<file path="src/rtl/uart_rx_byte_if.sv">
// Handshake and serial-line bundle between the UART byte receiver and its
// consumer (the configuration register bank).
interface uart_rx_byte_if;
  logic       rx_in;
  logic       ack_in;
  logic [7:0] data_out;
  logic       valid_out;
  logic       frame_err_out;
  logic       overrun_out;
  logic       busy_out;

  modport master (
    output rx_in, ack_in,
    input  data_out, valid_out, frame_err_out, overrun_out, busy_out
  );

  modport slave (
    input  rx_in, ack_in,
    output data_out, valid_out, frame_err_out, overrun_out, busy_out
  );
endinterface

</file>
<file path="src/rtl/uart_rx_byte.sv">
// 8N1 UART byte receiver, LSB first, idle-high line; delivers bytes on a
// valid/ack handshake and pulses on framing errors and overruns.
module uart_rx_byte #(
  parameter int unsigned CLKS_PER_BIT = 142,
  parameter int unsigned HALF_BIT     = (CLKS_PER_BIT - 1) / 2
) (
  input logic           clk_in,
  input logic           rst_in,
  uart_rx_byte_if.slave bus
);

  localparam int unsigned CW = $clog2(CLKS_PER_BIT);
  localparam logic [CW-1:0] HALF_C = CW'(HALF_BIT);
  localparam logic [CW-1:0] LAST_C = CW'(CLKS_PER_BIT - 1);
  localparam logic [CW-1:0] ONE_C  = CW'(1);

  typedef enum logic [2:0] {
    S_IDLE,
    S_START,
    S_DATA,
    S_STOP,
    S_WAIT_HIGH
  } state_e;

  state_e        state_q, state_d;
  logic [CW-1:0] cnt_q, cnt_d;
  logic [2:0]    idx_q, idx_d;
  logic [7:0]    shift_q, shift_d;
  logic [7:0]    data_q, data_d;
  logic          valid_q, valid_d;
  logic          ferr_q, ferr_d;
  logic          ovr_q, ovr_d;
  logic          rx_meta_q, rx_s_q;

  always_ff @(posedge clk_in) begin
    if (rst_in) begin
      state_q   <= S_IDLE;
      cnt_q     <= '0;
      idx_q     <= '0;
      shift_q   <= '0;
      data_q    <= '0;
      valid_q   <= 1'b0;
      ferr_q    <= 1'b0;
      ovr_q     <= 1'b0;
      rx_meta_q <= 1'b1;
      rx_s_q    <= 1'b1;
    end else begin
      state_q   <= state_d;
      cnt_q     <= cnt_d;
      idx_q     <= idx_d;
      shift_q   <= shift_d;
      data_q    <= data_d;
      valid_q   <= valid_d;
      ferr_q    <= ferr_d;
      ovr_q     <= ovr_d;
      rx_meta_q <= bus.rx_in;
      rx_s_q    <= rx_meta_q;
    end
  end

  always_comb begin
    state_d = state_q;
    cnt_d   = cnt_q;
    idx_d   = idx_q;
    shift_d = shift_q;
    data_d  = data_q;
    valid_d = valid_q;
    ferr_d  = 1'b0;
    ovr_d   = 1'b0;

    // A completing byte below overrides this clear, so ack and load in the
    // same cycle leave valid set without an overrun.
    if (valid_q && bus.ack_in) valid_d = 1'b0;

    unique case (state_q)
      S_IDLE: begin
        if (!rx_s_q) begin
          state_d = S_START;
          cnt_d   = '0;
        end
      end
      S_START: begin
        if (cnt_q == HALF_C) begin
          cnt_d = '0;
          idx_d = '0;
          state_d = rx_s_q ? S_IDLE : S_DATA;
        end else begin
          cnt_d = cnt_q + ONE_C;
        end
      end
      S_DATA: begin
        if (cnt_q == LAST_C) begin
          cnt_d   = '0;
          shift_d = {rx_s_q, shift_q[7:1]};
          idx_d   = idx_q + 3'd1;
          if (idx_q == 3'd7) state_d = S_STOP;
        end else begin
          cnt_d = cnt_q + ONE_C;
        end
      end
      S_STOP: begin
        if (cnt_q == LAST_C) begin
          cnt_d = '0;
          if (rx_s_q) begin
            data_d  = shift_q;
            valid_d = 1'b1;
            ovr_d   = valid_q && !bus.ack_in;
            state_d = S_IDLE;
          end else begin
            ferr_d  = 1'b1;
            state_d = S_WAIT_HIGH;
          end
        end else begin
          cnt_d = cnt_q + ONE_C;
        end
      end
      S_WAIT_HIGH: begin
        if (rx_s_q) state_d = S_IDLE;
      end
      default: state_d = S_IDLE;
    endcase
  end

  assign bus.data_out      = data_q;
  assign bus.valid_out     = valid_q;
  assign bus.frame_err_out = ferr_q;
  assign bus.overrun_out   = ovr_q;
  assign bus.busy_out      = (state_q != S_IDLE);

endmodule

</file>
<file path="src/flat_wrapper.sv">
// flat-port wrapper written by rule: the top's interface ports become plain ports
module uart_rx_byte_flat 
#(
  parameter int unsigned CLKS_PER_BIT = 142,
  parameter int unsigned HALF_BIT     = (CLKS_PER_BIT - 1) / 2
)
  (clk_in, rst_in, bus_rx_in, bus_ack_in, bus_data_out, bus_valid_out, bus_frame_err_out, bus_overrun_out, bus_busy_out);
  uart_rx_byte_if bus_i ();
  input logic clk_in;
  input logic rst_in;
  input wire logic [$bits(bus_i.rx_in)-1:0] bus_rx_in;
  input wire logic [$bits(bus_i.ack_in)-1:0] bus_ack_in;
  output wire logic [$bits(bus_i.data_out)-1:0] bus_data_out;
  output wire logic [$bits(bus_i.valid_out)-1:0] bus_valid_out;
  output wire logic [$bits(bus_i.frame_err_out)-1:0] bus_frame_err_out;
  output wire logic [$bits(bus_i.overrun_out)-1:0] bus_overrun_out;
  output wire logic [$bits(bus_i.busy_out)-1:0] bus_busy_out;
  assign bus_i.rx_in = bus_rx_in;
  assign bus_i.ack_in = bus_ack_in;
  assign bus_data_out = bus_i.data_out;
  assign bus_valid_out = bus_i.valid_out;
  assign bus_frame_err_out = bus_i.frame_err_out;
  assign bus_overrun_out = bus_i.overrun_out;
  assign bus_busy_out = bus_i.busy_out;
  uart_rx_byte #(.CLKS_PER_BIT(CLKS_PER_BIT), .HALF_BIT(HALF_BIT)) u_core (.clk_in(clk_in), .rst_in(rst_in), .bus(bus_i));
endmodule
</file>
<file path="config.mk">
export PLATFORM = sky130hd
export DESIGN_NAME = uart_rx_byte_flat
export DESIGN_NICKNAME = d
export VERILOG_FILES = /design/src/rtl/uart_rx_byte_if.sv /design/src/rtl/uart_rx_byte.sv /design/src/flat_wrapper.sv
export SDC_FILE = /design/constraint.sdc
export NUM_CORES = 1
export LEC_CHECK = 0
export BUFFER_PORTS_ARGS = -buffer_cell sky130_fd_sc_hd__buf_2
export CORE_MARGIN = 8
export CORE_UTILIZATION = 45
export CTS_CLUSTER_SIZE = 30
export DETAILED_ROUTE_END_ITERATION = 16
export GPL_TIMING_DRIVEN = 0
export PLACE_DENSITY = 0.74
export SLEW_MARGIN = 20
export SYNTH_ARGS = -nofsm -noshare
export SYNTH_HDL_FRONTEND = slang
export SYNTH_SLANG_ARGS = --single-unit
</file>
<file path="constraint.sdc">
create_clock -name clk_in -period 3.4 [get_ports clk_in]
set_clock_uncertainty 0.15 [all_clocks]
set_input_delay 0.68 -clock clk_in [delete_from_list [all_inputs] [get_ports clk_in]]
set_output_delay 0.68 -clock clk_in [all_outputs]
set_load 0.02 [all_outputs]
</file>
==> metrics <==
Max Freq=471 MHz; die area=between 5000 and 6000 µm²; post-synthesis mux area share=roughly a tenth; Initial DRC Count=between 70 and 80; part of the cycle the worst path needs=62.5%; Yosys cell types=47; Final setup viols=0; critical path class=flop to output port; Fin Setup TNS=0 ns; CTS tree=done; number of port buffers=14; EDFF count, synth=0; Final Wtd Congestion=around 0.83; Mean Syn Cell Area=~9.6 µm²; layout net count=around 200; crit path max fanout=10; cell area after synthesis=between 1500 and 2000 µm²; gr ovfl total=0; largest family of logic cells by synthesized area=simple AND/OR/NAND/NOR gates; Clk Latency, worst-skew pair=about 0.29 ns; I/O Pins=16; Leakage=a little under 0.9 nW; Reg2Reg Setup Slack=about 1.3 ns; Worst Setup Start Kind=flop; initial antenna violation count=0; Cell Pwr Density=slightly below 600 nW/µm²; ys flop type=dfxtp_1; RSZ-0062 raised after global routing=no; Post-Synth Simple-Gate Area=around a fifth; post-synth top area cell=dfxtp_1; ANT cells=0; Gate Count Post-Synth=around 170; status=complete, no violations; Seq/Total Area, Yosys=a little over two fifths; worst hold margin=approximately 0.27 ns; Routed WL=3390 µm; routed vias=1313; Slew Limit Fails=0; fin crit period=around 2.1 ns; root buffer cell=clkbuf_8; Site Rows=22; synth top area cells=dfxtp_1 42%, mux2i_1 9.7%, nor2_1 4.5%; core box area=approximately 3600 µm²; Final Instance Area=1920 µm²; Clk pin slew, worst setup/hold paths=around 0.07 ns; largest net degree at the start of global routing=12; vias per cell=about 5.4; postcts setup bufs=0; # DRC=0; arrival time of the worst setup path=1.30 ns; die width=between 70 and 80 µm; Initial Utilization=between 40% and 50%; DIE HEIGHT=approximately 77 µm; Routed WL per cell=between 10 and 15 µm; Area Overhead vs Synth=15.8%; drt pass-1 iters=4; post-cts sizing count=0; worst-margin pin slew=roughly 0.5 ns; Synth Area in XOR/XNOR=~1.1%; post-synthesis compound-gate area fraction=17.6%; area share of the largest cell type after synthesis=42.3%; most common cell in the synthesized netlist=dfxtp_1; Slew headroom=between 60% and 70%; clock buffer depth=2; Synth top cells by count=35 x dfxtp_1, 20 x nor2_1, 16 x mux2i_1, 8 x a21oi_1, 8 x nand2_1; H-tree depth=2; share of layout cells above drive strength 1=roughly a fifth; Clock Sinks=35; crit end category=output port; register bit count reported by yosys=35; cts hold-fix bufs=0; final hold violation count=0; dpl hpwl=about 2300 µm; required time worst endpoint=approximately 2.6 ns; vias in the first global route=between 1000 and 1500; Hold WC Path Type=flop to flop; Ys Warns=0; Max Cap Viol=0; GRT Overall Usage=roughly 12%; global-route wire length before repair=around 6000 µm; CTS Buf Count=5; Cell Area, Placed=between 1500 and 2000 µm²; antenna-violating nets left=0; IR drop worst, VDD=roughly 0.27 mV; Adder-Cell Fraction of Synth Area=3.77%; Synth async-reset ratio=0%; syn nets=182
==> kinds of logic after synthesis <==
kind of cell               Yosys count
and+or+nand+nor                     62
AOI/OAI and AO/OA                   36
DFF                                 35
buffers and inverters               17
muxes                               16
adders and majority gates            5
xor gates and xnor gates             2
==> final timing paths <==
path / from / end / cells after the start
worst min register to register: u_core.rx_meta_q / u_core.rx_s_q / 1
worst min-delay path: u_core.rx_meta_q / u_core.rx_s_q / 1
worst max register to register: u_core.cnt_q[1] / u_core.cnt_q[3] / 7
worst max-delay path: u_core.state_q[0] / bus_busy_out / 3
==> routing by layer <==
metal / routed length, µm / share of wire, % / global-route usage (%)
met5: 0 / 0 / 0
met4: 60 / 1.8 / 5.96
met3: 129 / 3.8 / 4.43
met2: 1540 / 45 / 19.3
met1: 1660 / 49 / 14.9
==> per-stage QoR <==
step	total power, mW	setup slack (ns)	std cells	utilization [%]
after floorplan	0.631	1.47	173	-
after global placement	0.677	1.16	235	49.6
after detailed placement	0.680	1.15	235	49.6
after CTS	1.13	1.25	243	53.3
after global routing	1.17	1.22	243	53.3
final	1.12	1.27	243	53.3
==> final cells by class <==
cell class              count  area (µm²)
repair buffers             14        70.1
multi-input cells         121         880
inverters                   5        18.8
fillers                   340        1690
plain buffers              12        58.8
flip-flops and latches     35         701
clock inverters             2        60.1
well taps                  48        60.1
clock buffers               6        72.6
==> registers in the layout, indices dropped and copies added, names as in the netlist <==
register,cells
u_core.bus.frame_err_out,1
u_core.shift_q,8
u_core.idx_q,3
u_core.bus.overrun_out,1
u_core.rx_meta_q,1
u_core.cnt_q,8
u_core.rx_s_q,1
u_core.state_q,3
u_core.bus.valid_out,1
u_core.bus.data_out,8
==> where the power goes <==
part           internal [mW]  switching, mW  leakage, nW  total (mW)
clock                  0.293          0.153       0.0654       0.446
sequential             0.428         0.0145        0.283       0.442
combinational         0.0895          0.143        0.524       0.232
total                  0.810          0.311        0.872        1.12
==> cell usage in the layout, fill, tap and decap left out, types with 2 or more instances in the layout <==
master / n
dfxtp_1: 35
nor2_1: 20
buf_2: 19
mux2i_1: 16
a21oi_1: 8
nand2_1: 8
clkbuf_1: 6
inv_1: 5
a21o_1: 5
ha_1: 5
clkbuf_8: 5
o21ai_0: 4
nor3_1: 4
or3_1: 3
and2_1: 3
nand3_1: 3
a2111oi_2: 3
a221o_1: 3
nand4_1: 3
nor3b_2: 2
a22o_1: 2
a221oi_1: 2
nor4_1: 2
or2_2: 2
nor3b_1: 2
bufinv_16: 2
==> critical path, cell delays in order, from the launching register on <==
cell and delay, ns:
dfxtp_1 0.31, buf_2 0.17, or3_1 0.36, buf_2 0.16
Note: power is estimated with default switching activity, not from simulation.
